[src/rtl/rr_arbiter_pkg.sv]
// rtl/rr_arbiter_pkg.sv - shared encodings and constants for the 4-way round-robin arbiter
package rr_arbiter_pkg;

    localparam int NUM_REQ                = 4;
    localparam int DEFAULT_TIMEOUT_CYCLES = 16;

    typedef enum logic {
        IDLE  = 1'b0,
        GRANT = 1'b1
    } state_e;

endpackage

[src/rtl/grant_decoder_2_4.sv]
// rtl/grant_decoder_2_4.sv - 2-bit owner index to 4-bit one-hot grant decode
//
// Ports:
//   idx_i    - binary index of the current owner
//   en_i     - high while an owner exists; low forces an all-zero output
//   onehot_o - one-hot grant vector (00->0001, 01->0010, 10->0100, 11->1000)
module grant_decoder_2_4 (
    input  logic [1:0] idx_i,
    input  logic       en_i,
    output logic [3:0] onehot_o
);

    always_comb begin
        onehot_o = 4'b0000;
        if (en_i) begin
            onehot_o[idx_i] = 1'b1;
        end
    end

endmodule

[src/rtl/rr_arbiter_4.sv]
// rtl/rr_arbiter_4.sv - 4-requester round-robin arbiter with optional grant-hold timeout
//
// Build option: define RR_ARBITER_TIMEOUT_EN to bound grant hold to
// TIMEOUT_CYCLES cycles; undefined builds have unbounded hold and timeout = 0.
//
// Ports:
//   clk         - clock, all state changes on the rising edge
//   rst_n       - asynchronous active-low reset
//   req         - per-requester request, bit i = requester i
//   done        - release strobe from the current owner, only looked at while granting
//   grant       - one-hot grant, all-zero when nobody owns the resource
//   grant_idx   - binary index of the owner, 0 when nobody owns the resource
//   grant_valid - high exactly when grant is non-zero
//   timeout     - one-cycle pulse, coincident with grant clearing, on forced revocation
module rr_arbiter_4
    import rr_arbiter_pkg::*;
#(
    parameter int TIMEOUT_CYCLES = DEFAULT_TIMEOUT_CYCLES
) (
    input  logic               clk,
    input  logic               rst_n,
    input  logic [NUM_REQ-1:0] req,
    input  logic               done,
    output logic [NUM_REQ-1:0] grant,
    output logic [1:0]         grant_idx,
    output logic               grant_valid,
    output logic               timeout
);

    if (TIMEOUT_CYCLES < 2 || TIMEOUT_CYCLES > 255) begin : g_bad_timeout
        $error("rr_arbiter_4: TIMEOUT_CYCLES must lie in 2..255");
    end

    state_e     state_q, state_d;
    logic [1:0] ptr_q, ptr_d;
    logic [1:0] idx_q, idx_d;
    logic [1:0] pick;
    logic       release_req;
    logic       limit_hit;

    // Round-robin search: walking offsets downwards lets the smallest offset
    // from ptr win, and the 2-bit add wraps 3->0 for free.
    always_comb begin
        pick = ptr_q;
        for (int i = NUM_REQ - 1; i >= 0; i--) begin
            if (req[ptr_q + 2'(i)]) begin
                pick = ptr_q + 2'(i);
            end
        end
    end

    assign release_req = done || !req[idx_q];

`ifdef RR_ARBITER_TIMEOUT_EN
    localparam logic [7:0] CNT_LIMIT = 8'(TIMEOUT_CYCLES - 1);

    logic [7:0] cnt_q, cnt_d;
    logic       timeout_q, timeout_d;

    assign limit_hit = (cnt_q == CNT_LIMIT);

    // The counter sits at zero through IDLE so it starts cleared on entry.
    // A normal release on the limit cycle wins, so no pulse in that case.
    always_comb begin
        cnt_d     = cnt_q;
        timeout_d = 1'b0;
        if (state_q == IDLE) begin
            cnt_d = 8'd0;
        end else if (!release_req && limit_hit) begin
            timeout_d = 1'b1;
        end else begin
            cnt_d = cnt_q + 8'd1;
        end
    end

    always_ff @(posedge clk or negedge rst_n) begin
        if (!rst_n) begin
            cnt_q     <= 8'd0;
            timeout_q <= 1'b0;
        end else begin
            cnt_q     <= cnt_d;
            timeout_q <= timeout_d;
        end
    end

    assign timeout = timeout_q;
`else
    assign limit_hit = 1'b0;
    assign timeout   = 1'b0;
`endif

    // grant_idx is zeroed on exit so it reads 0 whenever there is no owner.
    always_comb begin
        state_d = state_q;
        ptr_d   = ptr_q;
        idx_d   = idx_q;
        case (state_q)
            IDLE: begin
                if (|req) begin
                    state_d = GRANT;
                    idx_d   = pick;
                end
            end
            GRANT: begin
                if (release_req || limit_hit) begin
                    state_d = IDLE;
                    ptr_d   = idx_q + 2'd1;
                    idx_d   = 2'd0;
                end
            end
            default: begin
                state_d = IDLE;
                idx_d   = 2'd0;
            end
        endcase
    end

    always_ff @(posedge clk or negedge rst_n) begin
        if (!rst_n) begin
            state_q <= IDLE;
            ptr_q   <= 2'd0;
            idx_q   <= 2'd0;
        end else begin
            state_q <= state_d;
            ptr_q   <= ptr_d;
            idx_q   <= idx_d;
        end
    end

    assign grant_valid = (state_q == GRANT);
    assign grant_idx   = idx_q;

    grant_decoder_2_4 u_decoder (
        .idx_i    (idx_q),
        .en_i     (grant_valid),
        .onehot_o (grant)
    );

endmodule

[config.mk]
export PLATFORM = sky130hd
export DESIGN_NAME = rr_arbiter_4
export DESIGN_NICKNAME = d
export VERILOG_FILES = /design/src/rtl/rr_arbiter_pkg.sv /design/src/rtl/grant_decoder_2_4.sv /design/src/rtl/rr_arbiter_4.sv
export SDC_FILE = /design/constraint.sdc
export NUM_CORES = 1
export LEC_CHECK = 0
export BUFFER_PORTS_ARGS = -buffer_cell sky130_fd_sc_hd__buf_2
export CAP_MARGIN = 40
export CORE_AREA = 2 2 39 41
export CTS_BUF_LIST = sky130_fd_sc_hd__clkbuf_4 sky130_fd_sc_hd__clkbuf_8
export CTS_CLUSTER_SIZE = 24
export DETAILED_ROUTE_END_ITERATION = 8
export DIE_AREA = 0 0 41 43
export HOLD_SLACK_MARGIN = 0.08
export PLACE_DENSITY = 0.56
export SLEW_MARGIN = 20
export SYNTH_ARGS = -nofsm -noshare
export SYNTH_HDL_FRONTEND = slang
export SYNTH_SLANG_ARGS = --single-unit
export TNS_END_PERCENT = 50
[constraint.sdc]
create_clock -name clk -period 2.1 [get_ports clk]
set_input_delay 0 -clock clk [delete_from_list [all_inputs] [get_ports clk]]
set_output_delay 0 -clock clk [all_outputs]
set_load 0.005 [all_outputs]
After elaboration in Yosys (flattened, before gate mapping)

Cells that the tools add are included.

Flip-flop bits (word level): 5
Input port bits: 7
Output and inout bits: 8
Logic and storage cells: 45

$add $sub $neg: 4
Order comparisons: 6
Eq/ne operators: 2
Muxes and demuxes: 23
Bitwise gates (word level): 1
Reductions and logical operators: 6

Operators by type and width:

| operator                                                                | number |
|---|---|
| 2-bit by 3-bit < comparator with 1-bit output, second input constant    | 5 |
| 2-bit two-way mux                                                       | 6 |
| 1-bit binary-select mux with 2-bit select                               | 5 |
| 1-bit two-way mux                                                       | 8 |
| 2-bit by 1-bit adder with 2-bit output, second input constant           | 2 |
| 2-bit adder, second input constant                                      | 2 |
| 4-bit two-way mux                                                       | 1 |
| 2-bit case mux with 2 select lines                                      | 1 |
| 2-bit AND reduction                                                     | 2 |
| 4-bit OR reduction                                                      | 1 |
| 1-bit demux with 2-bit select                                           | 1 |
| 2-bit by 1-bit >= comparator with 1-bit output, second input constant   | 1 |
| 2-bit by 1-bit inequality test with 1-bit output, second input constant | 1 |
| 2-bit inequality test, second input constant                            | 1 |
| 1-bit case mux with 2 select lines                                      | 1 |
| 1-bit logical AND                                                       | 1 |
| 1-bit zero test                                                         | 1 |
| 1-bit logical OR                                                        | 1 |
| 1-bit NOT                                                               | 1 |

Depth between registers and ports, before layout

Word-level depth: 9
Mapped depth: 4
Mapped depth without buffers: 4

By module

From an unflattened synthesis, not the netlist that was laid out.

Cell total of the unflattened synthesis: 44
Area total of the unflattened synthesis: 380.4 sq um

Modules (own cells, without submodules):

| module            | instances | cells each | area each (sq um) | sequential area each (sq um) |
|---|---|---|---|---|
| rr_arbiter_4      | 1         | 40         | 342.8             | 125.1 |
| grant_decoder_2_4 | 1         | 4          | 37.5              | 0.0 |

Worst setup path before layout

OpenSTA, ideal clock, no wires.

Path type: register -> register
Start point: reg idx_q[1] (netlist: grant_idx[1])
End point: reg ptr_q[1]
Setup time: 0.125 ns
Arrival time: 1.379 ns
Data required time: 1.975 ns
Path slack: 0.596 ns
Cell stages (with the launch flop): 5
Clock period less this slack: 1.504 ns
Path through: dfrtp_1 inv_2 or3_4 o311ai_4 mux2_4

Word-level cells in the longest chain between the ends: 5
Elaborated cells on any way between the ends: 6

Ends and longest elaborated chain:

| item                                      | line                | source |
|---|---|---|
| from (decl)                               | rr_arbiter_4.sv:36  | `logic [1:0] idx_q, idx_d;` |
| from (signal assigned)                    | rr_arbiter_4.sv:126 | `idx_q <= idx_d;` |
| 1-bit binary-select mux with 2-bit select | rr_arbiter_4.sv:52  | `assign release_req = done \|\| !req[idx_q];` |
| 1-bit two-way mux (implied by the code)   | rr_arbiter_4.sv:52  |  |
| 1-bit zero test                           | rr_arbiter_4.sv:52  |  |
| 1-bit logical OR                          | rr_arbiter_4.sv:52  |  |
| 2-bit AND reduction (no line)             | --                  |  |
| to (signal assigned)                      | rr_arbiter_4.sv:125 | `ptr_q <= ptr_d;` |
| to (decl)                                 | rr_arbiter_4.sv:35  | `logic [1:0] ptr_q, ptr_d;` |

Parallel ways exist; a longest one is shown, timed or not. The select of a mux whose other input is x is not followed.
A chain may end at the register's enable or synchronous reset.

Worst setup path in the final report

Start point: reg idx_q[0] (netlist: grant_idx[0])
End point: reg ptr_q[1]

Same word-level chain as after synthesis.

==> impl_metrics.toml <==
[power]
power_uw = 714
intPower_uw = 430
combinationalPowerShare = 0.478
ir_drop_v = 0.000600
clkPwrFrac = 0.174
p_leak_uw = 0.000276
seqPwrFrac = 0.348
power.density_mw_per_mm2 = 1290
p_sw_frac = 0.399
p_switching_uw = 285

[logic_synthesis]
synth_warnings = 0
avgSynthCellArea_um2 = 9.32
synth_edf_count = 0
synth.top_cell.area_share = 0.286
yosysUniqueCellTypes = 22
synth.area.top_cells = "dfrtp_1, ha_1, mux2i_1"
syn_inst = 47
syn_nets = 58
yosysSeqAreaShare = 0.286
yosys_most_used_dff = "dfrtp_1"
syn_area_um2 = 438
ys_top_cells_by_count = "a21oi_1, dfrtp_1, mux2i_1, nor2_1"
postSynthRegisterBits = 5
async_reset_ff_frac = 1.00
yosysTopAreaCell = "dfrtp_1"

[cts]
clock_latency_ns = 0.24
cts_tree = "yes"
cts_root_buffer = "clkbuf_4"
clockBufferDepth = 2
post_cts_resized = 0
cts_buffers = 3
clkTransAtPathRegs_ns = 0.05
cts_htree_levels = 1
cts_sinks = 5

[worst_setup_path]
cp_num_buf_inv = 0
crit_type = "reg -> reg"
crit_path_end_kind = "register"
worst_r2r_path_depth = 4
crit_fanout = 7
critical_path_required_ns = 2.22
critPathLaunchType = "register"
worstPathArrival_ns = 1.67
max_stage_delay_ns = 0.48
crit_path_top_delay_cell = "dfrtp_1"
crit_family = "multiplexers"
cp.depth = 4
cp_cell_sequence = "mux2i_1 -> or3_4 -> o311ai_4 -> mux2_4"

[drt]
via_per_inst = 4.94
drc_errors = 0
wl_um = 878
vias = 390
wl_per_cell_um = 11.1
drtPass1Iterations = 2
ant_nets = 0
drt-initial-drc-count = 7

[timing]
min_period_ns = 1.55
fin_ws_ns = 0.549
final_max_slew_viol_count = 0
hold_violations = 0
finalSetupViolations = 0
setup_tns_ns = 0
fin_crit_sh = 0.738
timing.fmax_mhz = 645
rsz0062_at_grt = "no"
clock_skew_ns = 0.00158

[layout]
nets = 75
layout-drive-gt1-share = 0.349
antenna_cells = 0
fin_area_um2 = 552
syn2layout_area_growth_pct = 26.0

[grt]
antenna_found_initial = 0
grt_max_degree = 13
first_global_vias = 331
grt_pass1_wl_um = 1410
overflow = 0
track_usage = 0.119

[placement]
port_buffers = 13
post-dp-hpwl_um = 690
routabilityCongestion = 0.706
post_dp_cell_area_um2 = 512
dp_slack_ns = 0.554

[floorplanning]
die_y_um = 43
rows = 14
ios = 15
die_w_um = 41
dieArea_mm2 = 0.00176
start_util = 0.316
core_mm2 = 0.00138

[job]
drv_cap = 0

[min_path]
min_path_type = "in -> async"

[outcome]
status = "complete, no violations"
## path summary, 6_finish.rpt
check | startpoint | end | slack [ns]
max | grant_idx[0] | ptr_q[1] | 0.55
min | rst_n | grant_idx[0] | 0.10
max reg2reg | grant_idx[0] | ptr_q[1] | 0.55
min reg2reg | ptr_q[0] | ptr_q[0] | 0.59
max in group asynchronous | rst_n | ptr_q[0] | 1.87
min in group clk | done | grant_idx[1] | 0.17
## cells by family after synthesis
group | after synthesis | synth area share
buffers and inverters | 5 | 0.0514
muxes | 6 | 0.149
adders and majority gates | 4 | 0.114
and+or+nand+nor | 15 | 0.194
other | 1 | 0.00856
DFF | 5 | 0.286
AOI/OAI and AO/OA | 11 | 0.197
## per-stage QoR
step | utilization | instances | hold slack [ns]
2_1_floorplan | - | 47 | -0.296
3_3_place_gp | 0.370 | 74 | -0.183
3_5_place_dp | 0.370 | 74 | -0.182
4_1_cts | 0.399 | 79 | 0.0986
5_1_grt | 0.399 | 79 | 0.0932
6_report | 0.399 | 79 | 0.100
## routing by layer
layer,vias up,wire length (µm),GRT usage
li1,194,-,-
met1,180,445,0.169
met2,16,364,0.159
met3,0,68,0.0628
met4,0,0,0.0200
met5,-,0,0
## state kept, by name (all words and copies together) (netlist names)
signal / flops
grant_valid: 1
grant_idx: 2
ptr_q: 2
## area by class of cell
type,instances,area [µm²]
Clock buffer,4,30.0
Fill cell,153,832
Inverter,3,11.3
Multi-Input combinational cell,37,290
Sequential cell,5,125
Tap cell,16,20.0
Timing Repair Buffer,14,75.1
## power groups by stage
stage	Sequential (µW)	Clock (µW)	Combinational, µW
3_5_place_dp	249	0	345
6_report	248	124	342
4_1_cts	249	125	347
2_1_floorplan	215	0	259
5_1_grt	262	138	390
3_3_place_gp	248	0	346
## placed cells by master, fill, tap and decap left out, types with 2 or more instances in the layout
cell type	n
a21oi_1	5
and2_1	4
buf_2	13
clkbuf_4	4
dfrtp_1	5
ha_1	4
inv_1	2
mux2i_1	5
nor2_1	5
o21a_1	2
o22ai_1	2
## what timing repair did
item                      CTS  global route
hold buffers                1             0
setup buffers               0             0
hold endpoints to repair    5             0
Note: power is estimated with default switching activity, not from simulation.
